[src/rtl/download_scheduler_pkg.sv]
// Shared types and constants for the camera download scheduler.
// Imported by the arbiter and the scheduler top.
package download_scheduler_pkg;

  typedef enum logic [2:0] {
    S_IDLE,
    S_LOAD,
    S_SEND,
    S_SETTLE,
    S_FINISH
  } state_t;

  localparam logic CAM1 = 1'b0;
  localparam logic CAM2 = 1'b1;

  localparam logic [3:0] LEVEL_FULL = 4'd10;

endpackage

[src/rtl/download_scheduler_arb.sv]
// Two-way round-robin picker for the download channel.
// Combinational: ties go to the camera not served last.
module rr_arbiter2
  import download_scheduler_pkg::*;
(
  input  logic [1:0] i_req,
  input  logic       i_last,
  output logic [1:0] o_gnt
);

  always_comb begin
    o_gnt = i_req;
    if (i_req == 2'b11) begin
      o_gnt = (i_last == CAM1) ? 2'b10 : 2'b01;
    end
  end

endmodule

[src/rtl/download_scheduler.sv]
// Moves buffered camera bytes to the microcontroller one at a time,
// with round-robin ownership, stall abort and sticky error reporting.
module download_scheduler
  import download_scheduler_pkg::*;
#(
  parameter int MAX_STALL = 255,
  parameter int BYTE_W    = 8
) (
  input  logic              i_clk,
  input  logic              i_rst_n,
  input  logic              i_download_en,
  input  logic [1:0]        i_req,
  input  logic [3:0]        i_level0,
  input  logic [3:0]        i_level1,
  input  logic [BYTE_W-1:0] i_byte0,
  input  logic [BYTE_W-1:0] i_byte1,
  input  logic              i_sink_ready,
  output logic [1:0]        o_grant,
  output logic [1:0]        o_pop,
  output logic [BYTE_W-1:0] o_out_byte,
  output logic              o_out_valid,
  output logic [1:0]        o_done,
  output logic              o_abort_err,
  output logic [7:0]        o_beat_count
);

  state_t            r_state;
  state_t            w_next;
  logic [1:0]        r_grant;
  logic              r_last;
  logic [BYTE_W-1:0] r_out_byte;
  logic [7:0]        r_beat;
  logic              r_abort;
  logic [7:0]        r_stall;

  logic [1:0]        w_arb;
  logic              w_own;
  logic [3:0]        w_sel_level;
  logic [3:0]        w_own_level;
  logic              w_own_req;
  logic [BYTE_W-1:0] w_own_byte;
  logic              w_stall_hit;
  logic              w_take;
  logic              w_accept;
  logic              w_finish;
  logic              w_abort;

  rr_arbiter2 u_arb (
    .i_req  (i_req),
    .i_last (r_last),
    .o_gnt  (w_arb)
  );

  assign w_own       = r_grant[1] ? CAM2 : CAM1;
  assign w_sel_level = w_arb[1] ? i_level1 : i_level0;
  assign w_own_level = w_own ? i_level1 : i_level0;
  assign w_own_req   = i_req[w_own];
  assign w_own_byte  = w_own ? i_byte1 : i_byte0;
  assign w_stall_hit = (r_stall == 8'(MAX_STALL - 1));

  always_comb begin
    w_next   = r_state;
    w_take   = 1'b0;
    w_accept = 1'b0;
    w_finish = 1'b0;
    w_abort  = 1'b0;
    unique case (r_state)
      S_IDLE: begin
        if (i_download_en && (i_req != 2'b00)) begin
          w_take = 1'b1;
          w_next = (w_sel_level == 4'd0) ? S_FINISH : S_LOAD;
        end
      end
      S_LOAD: w_next = S_SEND;
      S_SEND: begin
        if (i_sink_ready) begin
          w_accept = 1'b1;
          w_next   = S_SETTLE;
        end else if (w_stall_hit) begin
          w_abort = 1'b1;
          w_next  = S_IDLE;
        end
      end
      S_SETTLE: begin
        // Level is re-read here, one cycle after the pop landed.
        if (w_own_level == 4'd0) begin
          w_next = S_FINISH;
        end else if (!w_own_req || !i_download_en) begin
          w_abort = 1'b1;
          w_next  = S_IDLE;
        end else begin
          w_next = S_LOAD;
        end
      end
      S_FINISH: begin
        w_finish = 1'b1;
        w_next   = S_IDLE;
      end
      default: w_next = S_IDLE;
    endcase
  end

  always_ff @(posedge i_clk or negedge i_rst_n) begin
    if (!i_rst_n) begin
      r_state    <= S_IDLE;
      r_grant    <= 2'b00;
      r_last     <= CAM2;
      r_out_byte <= '0;
      r_beat     <= 8'd0;
      r_abort    <= 1'b0;
      r_stall    <= 8'd0;
    end else begin
      r_state <= w_next;
      if (w_take) begin
        r_grant <= w_arb;
        r_beat  <= 8'd0;
        r_abort <= 1'b0;
        r_stall <= 8'd0;
      end
      if (r_state == S_LOAD) begin
        r_out_byte <= w_own_byte;
      end
      if (r_state == S_SEND) begin
        r_stall <= i_sink_ready ? 8'd0 : r_stall + 8'd1;
      end
      if (w_accept && (r_beat != 8'hFF)) begin
        r_beat <= r_beat + 8'd1;
      end
      if (w_abort || w_finish) begin
        r_grant <= 2'b00;
        r_last  <= w_own;
        r_stall <= 8'd0;
      end
      if (w_abort) begin
        r_abort <= 1'b1;
      end
    end
  end

  assign o_grant      = r_grant;
  assign o_pop        = w_accept ? r_grant : 2'b00;
  assign o_out_byte   = r_out_byte;
  assign o_out_valid  = (r_state == S_SEND);
  assign o_done       = w_finish ? r_grant : 2'b00;
  assign o_abort_err  = r_abort;
  assign o_beat_count = r_beat;

endmodule

[config.mk]
export PLATFORM = sky130hd
export DESIGN_NAME = download_scheduler
export DESIGN_NICKNAME = d
export VERILOG_FILES = /design/src/rtl/download_scheduler_pkg.sv /design/src/rtl/download_scheduler_arb.sv /design/src/rtl/download_scheduler.sv
export SDC_FILE = /design/constraint.sdc
export NUM_CORES = 1
export LEC_CHECK = 0
export ABC_CLOCK_PERIOD_IN_PS = 2400
export CORE_MARGIN = 10
export CORE_UTILIZATION = 46
export DETAILED_ROUTE_END_ITERATION = 10
export GPL_ROUTABILITY_DRIVEN = 0
export PLACE_DENSITY = 0.79
export SETUP_SLACK_MARGIN = 0.5
export SYNTH_ARGS = -nofsm -noshare
export SYNTH_HDL_FRONTEND = slang
export SYNTH_HIERARCHICAL = 1
export SYNTH_SLANG_ARGS = --single-unit
[constraint.sdc]
create_clock -name i_clk -period 2.4 [get_ports i_clk]
set_input_delay 0.36 -clock i_clk [delete_from_list [all_inputs] [get_ports i_clk]]
set_output_delay 0.36 -clock i_clk [all_outputs]
set_load 0.05 [all_outputs]
# --- Word level (Yosys, flattened, before mapping) ---
# Cells that the tools add are included.
word_totals:
  ff_bits: 31
  latch_bits: 0
  ram_bits: 0
  mem_bits_ro: 0
  input_bits: 30
  output_inout_bits: 24
  elab_cells: 70
  n_memories: 0
op_classes:
  n_addsub: 2
  n_mul: 0
  div: 0
  magnitude_cmp: 1
  eq_ne: 9
  shift: 0
  muxes: 36
  bitwise_logic: 0
  n_reduce_logical: 15
op_table:
  columns: ["op", "n"]
  rows:
  - ["$mux W8", 6]
  - ["$add A8 B1 Y8 const B", 2]
  - ["$mux W1", 15]
  - ["$mux W3", 5]
  - ["$mux W2", 6]
  - ["$pmux W3 S4", 1]
  - ["$eq A8 B8 Y1 const B", 1]
  - ["$logic_not A4 Y1", 2]
  - ["$mux W4", 2]
  - ["$ne A8 B8 Y1 const B", 1]
  - ["$reduce_bool A2 Y1", 4]
  - ["$eq A3 B2 Y1 const B", 2]
  - ["$eq A3 B1 Y1 const B", 1]
  - ["$eq A3 B3 Y1 const B", 1]
  - ["$logic_not A3 Y1", 1]
  - ["$ne A3 B2 Y1 const B", 1]
  - ["$reduce_bool A3 Y1", 1]
  - ["$eq A2 B2 Y1 const B", 1]
  - ["$logic_and A1 B1 Y1", 2]
  - ["$logic_not A1 Y1", 2]
  - ["$logic_or A1 B1 Y1", 2]
  - ["$lt A1 B2 Y1 const B", 1]
  - ["$ne A2 B2 Y1 const B", 1]
  - ["$pmux W1 S2", 1]
  - ["$reduce_and A2 Y1", 1]

# --- Longest topological paths before layout ---
# Gate-level depths: netlist of the first run.
depth:
  depth_word: 10
  mapped_depth: 7
  ltp_nobuf: 6

# --- Cells and area by module ---
# The synthesis of the first run kept the hierarchy.
by_module_without_submodules:
  columns: ["module", "n_inst", "cells_per_inst", "area_each_um2", "seq_area_each_um2"]
  rows:
  - ["download_scheduler", 1, 192, 1729.2, 777.0]
  - ["rr_arbiter2", 1, 3, 18.8, 0.0]

# --- Least setup slack after synthesis of the first run ---
# OpenSTA, ideal clock, no wires.
synth_timing:
  path_kind: "reg2reg"
  startpoint: "register r_state[2]"
  endpoint: "register r_beat[2], in the netlist o_beat_count[2]"
  setup_ps: 78
  t_arrival_ps: 2341
  required_ps: 2322
  path_slack_ps: -19
  stages_incl_launch_ff: 6
  period_less_slack_ps: 2419
  path_cell_list: "dfrtp_1 clkbuf_1 nor3b_1 nand2_1 o21a_1 a21oi_1"
synth_via:
  elab_chain_len: 4
  elab_cells_between_ends: 7
  cone_classes: "eq/ne: 1; mux: 3; reduce/logical: 3"
synth_rtl:
  columns: ["element", "line_no", "source"]
  rows:
  - ["start: declaration", "download_scheduler.sv:27", "state_t r_state;"]
  - ["start signal: assignment", "download_scheduler.sv:113", "r_state <= w_next;"]
  - ["$eq A3 B2 Y1 (*)", null, null]
  - ["net o_out_valid", "download_scheduler.sv:21", "output logic o_out_valid,"]
  - ["$mux W1 (*)", "download_scheduler.sv:67", "unique case (r_state)"]
  - ["$logic_and A1 B1 Y1 (*)", "download_scheduler.sv:126", "if (w_accept && (r_beat != 8'hFF)) begin"]
  - ["$mux W8 / $reduce_bool A2 Y1 (equally long branches)", null, null]
  - ["end signal: assignment", "download_scheduler.sv:127", "r_beat <= r_beat + 8'd1;"]
  - ["end: declaration", "download_scheduler.sv:32", "logic [7:0] r_beat;"]
# The timed path passes the listed nets; every way through them passes the cells marked *.
# A chain may end at the register's enable or synchronous reset.

# --- Worst setup path after layout of the first run ---
layout_timing:
  startpoint: "register r_state[2]"
  endpoint: "output port o_pop[0]"
layout_via:
  elab_chain_len: 3
layout_rtl:
  columns: ["element", "line_no", "source"]
  rows:
  - ["$eq A3 B2 Y1", "download_scheduler.sv:67", null]
  - ["$mux W1", "download_scheduler.sv:67", null]
  - ["$mux W2", "download_scheduler.sv:141", "assign o_pop = w_accept ? r_grant : 2'b00;"]
  - ["end: declaration", "download_scheduler.sv:19", "output logic [1:0] o_pop,"]
# Every way passes these cells.

==> results.yml, run 1 <==
floorplanning:
  rows: 22
  die_w_um: 81.6
  initial_core_util: 0.477
  core_area_mm2: 0.00366
  die-area_mm2: 0.00667
  die_h_um: 81.6
  io_pins: 54
critical_path:
  startpoint: "r_state[2]"
  arrival_ns: 1.49
  critPathCaptureType: "output pin"
  r2r_setup_slack_ns: 0.55
  reg2reg_to: "r_last"
  critPathRequiredTime_ns: 2.04
  critPathMaxStageDelay_ns: 0.45
  reg2regPathDepth: 4
  cp_slowest_cell: "dfrtp_2"
  criticalPathCategory: "flip-flop to output pin"
  crit_family: "flip-flops"
  start_kind: "flip-flop"
  r2r_start: "r_state[2]"
  crit_fanout: 5
  cp_num_buf_inv: 2
  cp_cell_sequence: "nor4bb_2 > buf_4 > and2_1 > buf_12"
cts:
  clk_latency_ns: 0.29
  clk_pin_slew_ns: 0.08
  clock-sinks: 31
  cts_tree: "done"
  cts-root-buf: "clkbuf_8"
  h-tree-depth: 2
  clk_path_buf_depth: 2
  postCtsHoldBufs: 0
  numCtsBuffers: 5
synthesis:
  yosysTopAreaCellShare: 0.429
  syn-num-nets: 228
  synth_edf_count: 0
  syn_inst: 195
  synth_area_mm2: 0.00175
  synth_top_family_by_area: "simple AND/OR/NAND/NOR gates"
  synth_area_leaders: "dfrtp_1, mux2i_1, a21oi_1, nor2_1, nand2_1"
  yosys.area_share.simple: 0.225
  synth_xor_area_frac: 0
  ys_seq_elements: 31
  synth_mux_area_frac: 0.0752
  synth_top_flop_cell: "dfrtp_1"
  synth_top_area_cell: "dfrtp_1"
  ys_types: 48
  synth_warnings: 6
  synth-compound-area-share: 0.198
  seq_area_frac_synth: 0.445
  synthArstFlopShare: 1.00
  synth_fa_ha_area_frac: 0.0215
  synth.avg_cell_area_um2: 8.96
global_route:
  antenna_found_initial: 0
  grt_pass1_vias: 1596
  grt_pass1_wl_mm: 7.64
  grt_max_degree: 32
  grt_use_total: 0.146
  gr-total-overflow: 0
final_layout:
  diodes: 0
  syn_to_final_growth_pct: 46.7
  mostFrequentLayoutCells: "clkdlybuf4s50_1, dfrtp_1, nor2_1, a21oi_1, nand2_1"
  final_layout_size_suffix_gt1_frac: 0.162
  final_common_cell: "clkdlybuf4s50_1"
  nets: 291
  regArea_um2: 783
  fillers: 285
  multiInputGateArea_um2: 943
  stdcell_count: 307
drt:
  wl_mm: 4.77
  drt_iter0_markers: 99
  drc: 0
  vias: 1718
  final_antenna_net_count: 0
  dr.pass1.iters: 4
  vias_per_cell: 5.60
  avgRoutedWirePerCell_um: 15.5
placed_design:
  dpl.cell_count: 293
  dp_hpwl_mm: 3.49
  portBuffers: 53
status:
  outcome: "completed"
timing:
  finalSetupTns_ns: 0
  tightest_slew_ns: 0.530
  hold_viol_final: 0
  slew_headroom: 0.645
  max_freq_mhz: 540
  period_share: 0.772
  finalSetupViolCount: 0
  rsz0062_at_grt: "no"
  drv_slew: 0
  finalClockSkew_ns: 0.0138
  period_needed_ns: 1.85
power:
  power_density_mw_per_mm2: 1090
  ir_drop_v: 0.000731
  p_leak_nw: 1.15
run:
  cap_violations: 0
worst_hold_path:
  hold_class: "primary input to async pin"
Yosys cell counts, types with 2 or more instances:
master / instances
dfrtp_1: 30
nor2_1: 22
a21oi_1: 21
nand2_1: 21
mux2i_1: 12
o21ai_0: 12
nand3_1: 7
and2_1: 5
nor3_1: 5
o21a_1: 5
buf_2: 4
inv_1: 4
clkbuf_1: 3
ha_1: 3
or3_1: 3
a211oi_1: 2
a31oi_1: 2
and3_1: 2
nand3b_1: 2
nor4_1: 2
worst register-to-register path: stages, from the launching register on:
cell	delay (ns)
dfrtp_2	0.45
or4b_1	0.58
nor3_2	0.26
a211o_1	0.16
mux2_2	0.33
cells by family after synthesis:
family / count (synthesis)
buffers and inverters: 14
multiplexers: 13
flip-flops: 31
adder cells (fa/ha/maj): 3
AO/OA/AOI/OAI: 56
AND/OR/NAND/NOR: 78
power by group:
group / switching [W] / internal (W)
Sequential: 0.000130 / 0.000686
Combinational: 0.000890 / 0.000542
Clock: 0.000204 / 0.000336
Total: 0.00122 / 0.00156
worst max-delay path by stage:
stage	end	slack, ns	cells past startpoint
2_1_floorplan	o_beat_count[2]	0.55	5
6_report	o_pop[0]	0.55	4
5_1_grt	o_beat_count[6]	0.47	5
3_3_place_gp	r_last	0.23	5
4_1_cts	o_beat_count[4]	0.50	1
3_5_place_dp	r_last	0.17	5
flip-flops by register name, summed over array words and instances (netlist names):
| name | count |
|---|---|
| r_last | 1 |
| r_stall | 8 |
| o_grant | 2 |
| o_abort_err | 1 |
| o_out_byte | 8 |
| r_state | 3 |
| o_beat_count | 8 |
timing repair:
| item | CTS | global route |
|---|---|---|
| pin swaps | 1 | 0 |
| gates resized for setup | 12 | 8 |
| endpoints found under the setup margin | 19 | 19 |
| setup buffers | 5 | 1 |
per-layer routing:
layer | track usage | part of all wire
met5 | 0 | 0
met1 | 0.191 | 0.44
met3 | 0.0546 | 0.070
met2 | 0.212 | 0.47
met4 | 0.0595 | 0.016
stage by stage:
stage | utilization | power, W | setup WS (ns) | hold slack, ns | instance area [um2]
finish | 0.701 | 0.00279 | 0.548 | 0.469 | 2560
detailed placement | 0.648 | 0.00221 | 0.169 | 0.519 | 2370
global route | 0.701 | 0.00296 | 0.475 | 0.510 | 2560
global placement | 0.648 | 0.00220 | 0.225 | 0.504 | 2370
floorplan | - | 0.00175 | 0.555 | 0.0644 | 1760
CTS | 0.691 | 0.00278 | 0.503 | 0.482 | 2530
final cells by class:
class,instances,area share
Inverter,4,0.00585
Multi-Input combinational cell,150,0.368
Clock inverter,2,0.0137
Tap cell,48,0.0234
Clock buffer,6,0.0322
Timing Repair Buffer,66,0.252
Sequential cell,31,0.305
No activity file was read; power rests on OpenSTA's default activity.
==> inputs of run 2 (changes only) <==
Settings changed: ABC_CLOCK_PERIOD_IN_PS 2400 to 1550, CORE_UTILIZATION 46 to 42, PLACE_DENSITY 0.79 to 0.76.
Clock period 2.4 ns to 1.55 ns, I/O delays scaled along.
==> run 2 against run 1 <==
Compared with the run above:
- the flow now finishes with violations (setup timing)
- critical path type unchanged
- design area up 30%
- setup slack got worse by 0.85 ns
- largest cell class unchanged
- combinational power grew to 2.6 times the previous value
- critical path depth grew 1
- total power rose by 100%
==> results.yml, run 2 (same netlist as run 1, synthesis figures left out) <==
global_route:
  gr-total-overflow: 0
  grt_pass1_vias: 2096
  grt_use_total: 0.178
  grt_max_degree: 32
  grt_pass1_wl_mm: 10.4
  antenna_found_initial: 0
cts:
  cts_tree: "done"
  clk_latency_ns: 0.29
  h-tree-depth: 2
  clk_pin_slew_ns: 0.06
  numCtsBuffers: 5
  clk_path_buf_depth: 2
  clock-sinks: 31
  cts-root-buf: "clkbuf_8"
  postCtsHoldBufs: 0
power:
  power_density_mw_per_mm2: 1700
  p_seq_frac: 0.235
  p_clk_frac: 0.110
  p_int_w: 0.00314
  pwr-share-comb: 0.655
  p_leak_nw: 1.38
  power.switching_w: 0.00252
  swShare: 0.445
  ir_drop_v: 0.00107
critical_path:
  arrival_ns: 1.62
  critPathMaxStageDelay_ns: 0.40
  start_kind: "flip-flop"
  cp_cell_sequence: "buf_6 > nor4bb_4 > buf_4 > and2_4 > buf_12"
  crit_fanout: 7
  critPathCaptureType: "output pin"
  criticalPathCategory: "flip-flop to output pin"
  cp_num_buf_inv: 3
  crit_family: "buffers and inverters"
  critPathRequiredTime_ns: 1.32
  cp_slowest_cell: "dfrtp_1"
timing:
  finalClockSkew_ns: 0.0101
  period_share: 1.19
  hold_viol_final: 0
  fin_ws_ns: -0.301
  finalHoldWorstSlack_ns: 0.297
  rsz0062_at_grt: "yes"
  drv_slew: 0
  period_needed_ns: 1.85
  finalSetupViolCount: 26
  tightest_slew_ns: 0.568
  max_freq_mhz: 540
  slew_headroom: 0.618
status:
  violations: "setup timing"
  outcome: "finished, violations left"
drt:
  vias_per_cell: 5.97
  avgRoutedWirePerCell_um: 20.9
  vias: 2085
  dr.pass1.iters: 5
  drc: 0
  drt_iter0_markers: 159
  wl_mm: 7.30
  final_antenna_net_count: 0
final_layout:
  stdcell_count: 349
  final_layout_size_suffix_gt1_frac: 0.475
  mostFrequentLayoutCells: "buf_4, clkdlybuf4s50_1, buf_6, dfrtp_1, nand2_1"
  syn_to_final_growth_pct: 90.9
  fin_area_mm2: 0.00334
  diodes: 0
  nets: 331
  final_common_cell: "buf_4"
placed_design:
  dp_hpwl_mm: 3.88
  portBuffers: 53
  dpl.cell_count: 315
  dp_slack_ns: -0.597
  placed_area_mm2: 0.00268
floorplanning:
  initial_core_util: 0.437
  die_h_um: 84.5
  die_w_um: 84.5
  die-area_mm2: 0.00714
  rows: 23
  core_area_mm2: 0.00400
  io_pins: 54
run:
  cap_violations: 0
worst_hold_path:
  hold_class: "primary input to async pin"
[run 2: cell types whose count changed in the layout (fill, tap and decap cells not counted), moves of 6 or more]
cell and delta:
buf_4 +16, clkdlybuf4s50_1 -10, buf_12 +10, buf_6 +27
nor2_1 -6, a21oi_2 +7, a21oi_1 -7, buf_8 +6
[run 2: final cells by class]
type                            count  area, um2
Multi-Input combinational cell    150       1210
Clock buffer                        8       80.1
Tap cell                           50       62.6
Timing Repair Buffer              106       1180
Sequential cell                    31        788
Inverter                            4       15.0
Fill cell                         206        663
[run 2: path summary, 6_finish.rpt]
check | slack [ns] | endpoint | from | depth (start not counted)
min | 0.30 | r_stall[0] | i_rst_n | 2
max reg2reg | -0.29 | r_stall[0] | r_state[0] | 7
min in group i_clk | 0.55 | o_beat_count[4] | o_beat_count[4] | 1
max | -0.30 | o_pop[1] | r_state[0] | 5
max in group asynchronous | 1.02 | r_last | i_rst_n | 2
min reg2reg | 0.55 | o_beat_count[4] | o_beat_count[4] | 1
[run 2: layer usage]
metal / track usage / vias up / wire length (um)
met3: 0.0493 / 27 / 460
met2: 0.310 / 120 / 3850
met4: 0.0913 / 0 / 274
li1: - / 917 / -
met5: 0 / - / 0
met1: 0.190 / 1021 / 2710
[run 2: power groups by stage]
| stage | registers [W] | logic [W] | clock network, W |
|---|---|---|---|
| 2_1_floorplan | 0.00176 | 0.00115 | 0 |
| 3_3_place_gp | 0.00127 | 0.00259 | 0 |
| 3_5_place_dp | 0.00127 | 0.00264 | 0 |
| 4_1_cts | 0.00131 | 0.00318 | 0.000613 |
| 5_1_grt | 0.00135 | 0.00387 | 0.000664 |
| 6_report | 0.00133 | 0.00371 | 0.000621 |
[run 2: per-stage QoR]
| stage | utilization | total power [W] | TNS (ns) |
|---|---|---|---|
| 2_1_floorplan | - | 0.00291 | -1.50 |
| 3_3_place_gp | 0.671 | 0.00385 | -8.32 |
| 3_5_place_dp | 0.671 | 0.00391 | -9.29 |
| 4_1_cts | 0.787 | 0.00510 | -2.80 |
| 5_1_grt | 0.834 | 0.00589 | -5.97 |
| 6_report | 0.834 | 0.00566 | -4.74 |
[run 2: repair_timing]
| action | 4_1_cts | 5_1_grt |
|---|---|---|
| cloned | 2 | 1 |
| setup endpoints to repair | 55 | 55 |
| pin swaps | 19 | 8 |
| resized for setup | 71 | 21 |
| buffers inserted | 13 | 10 |
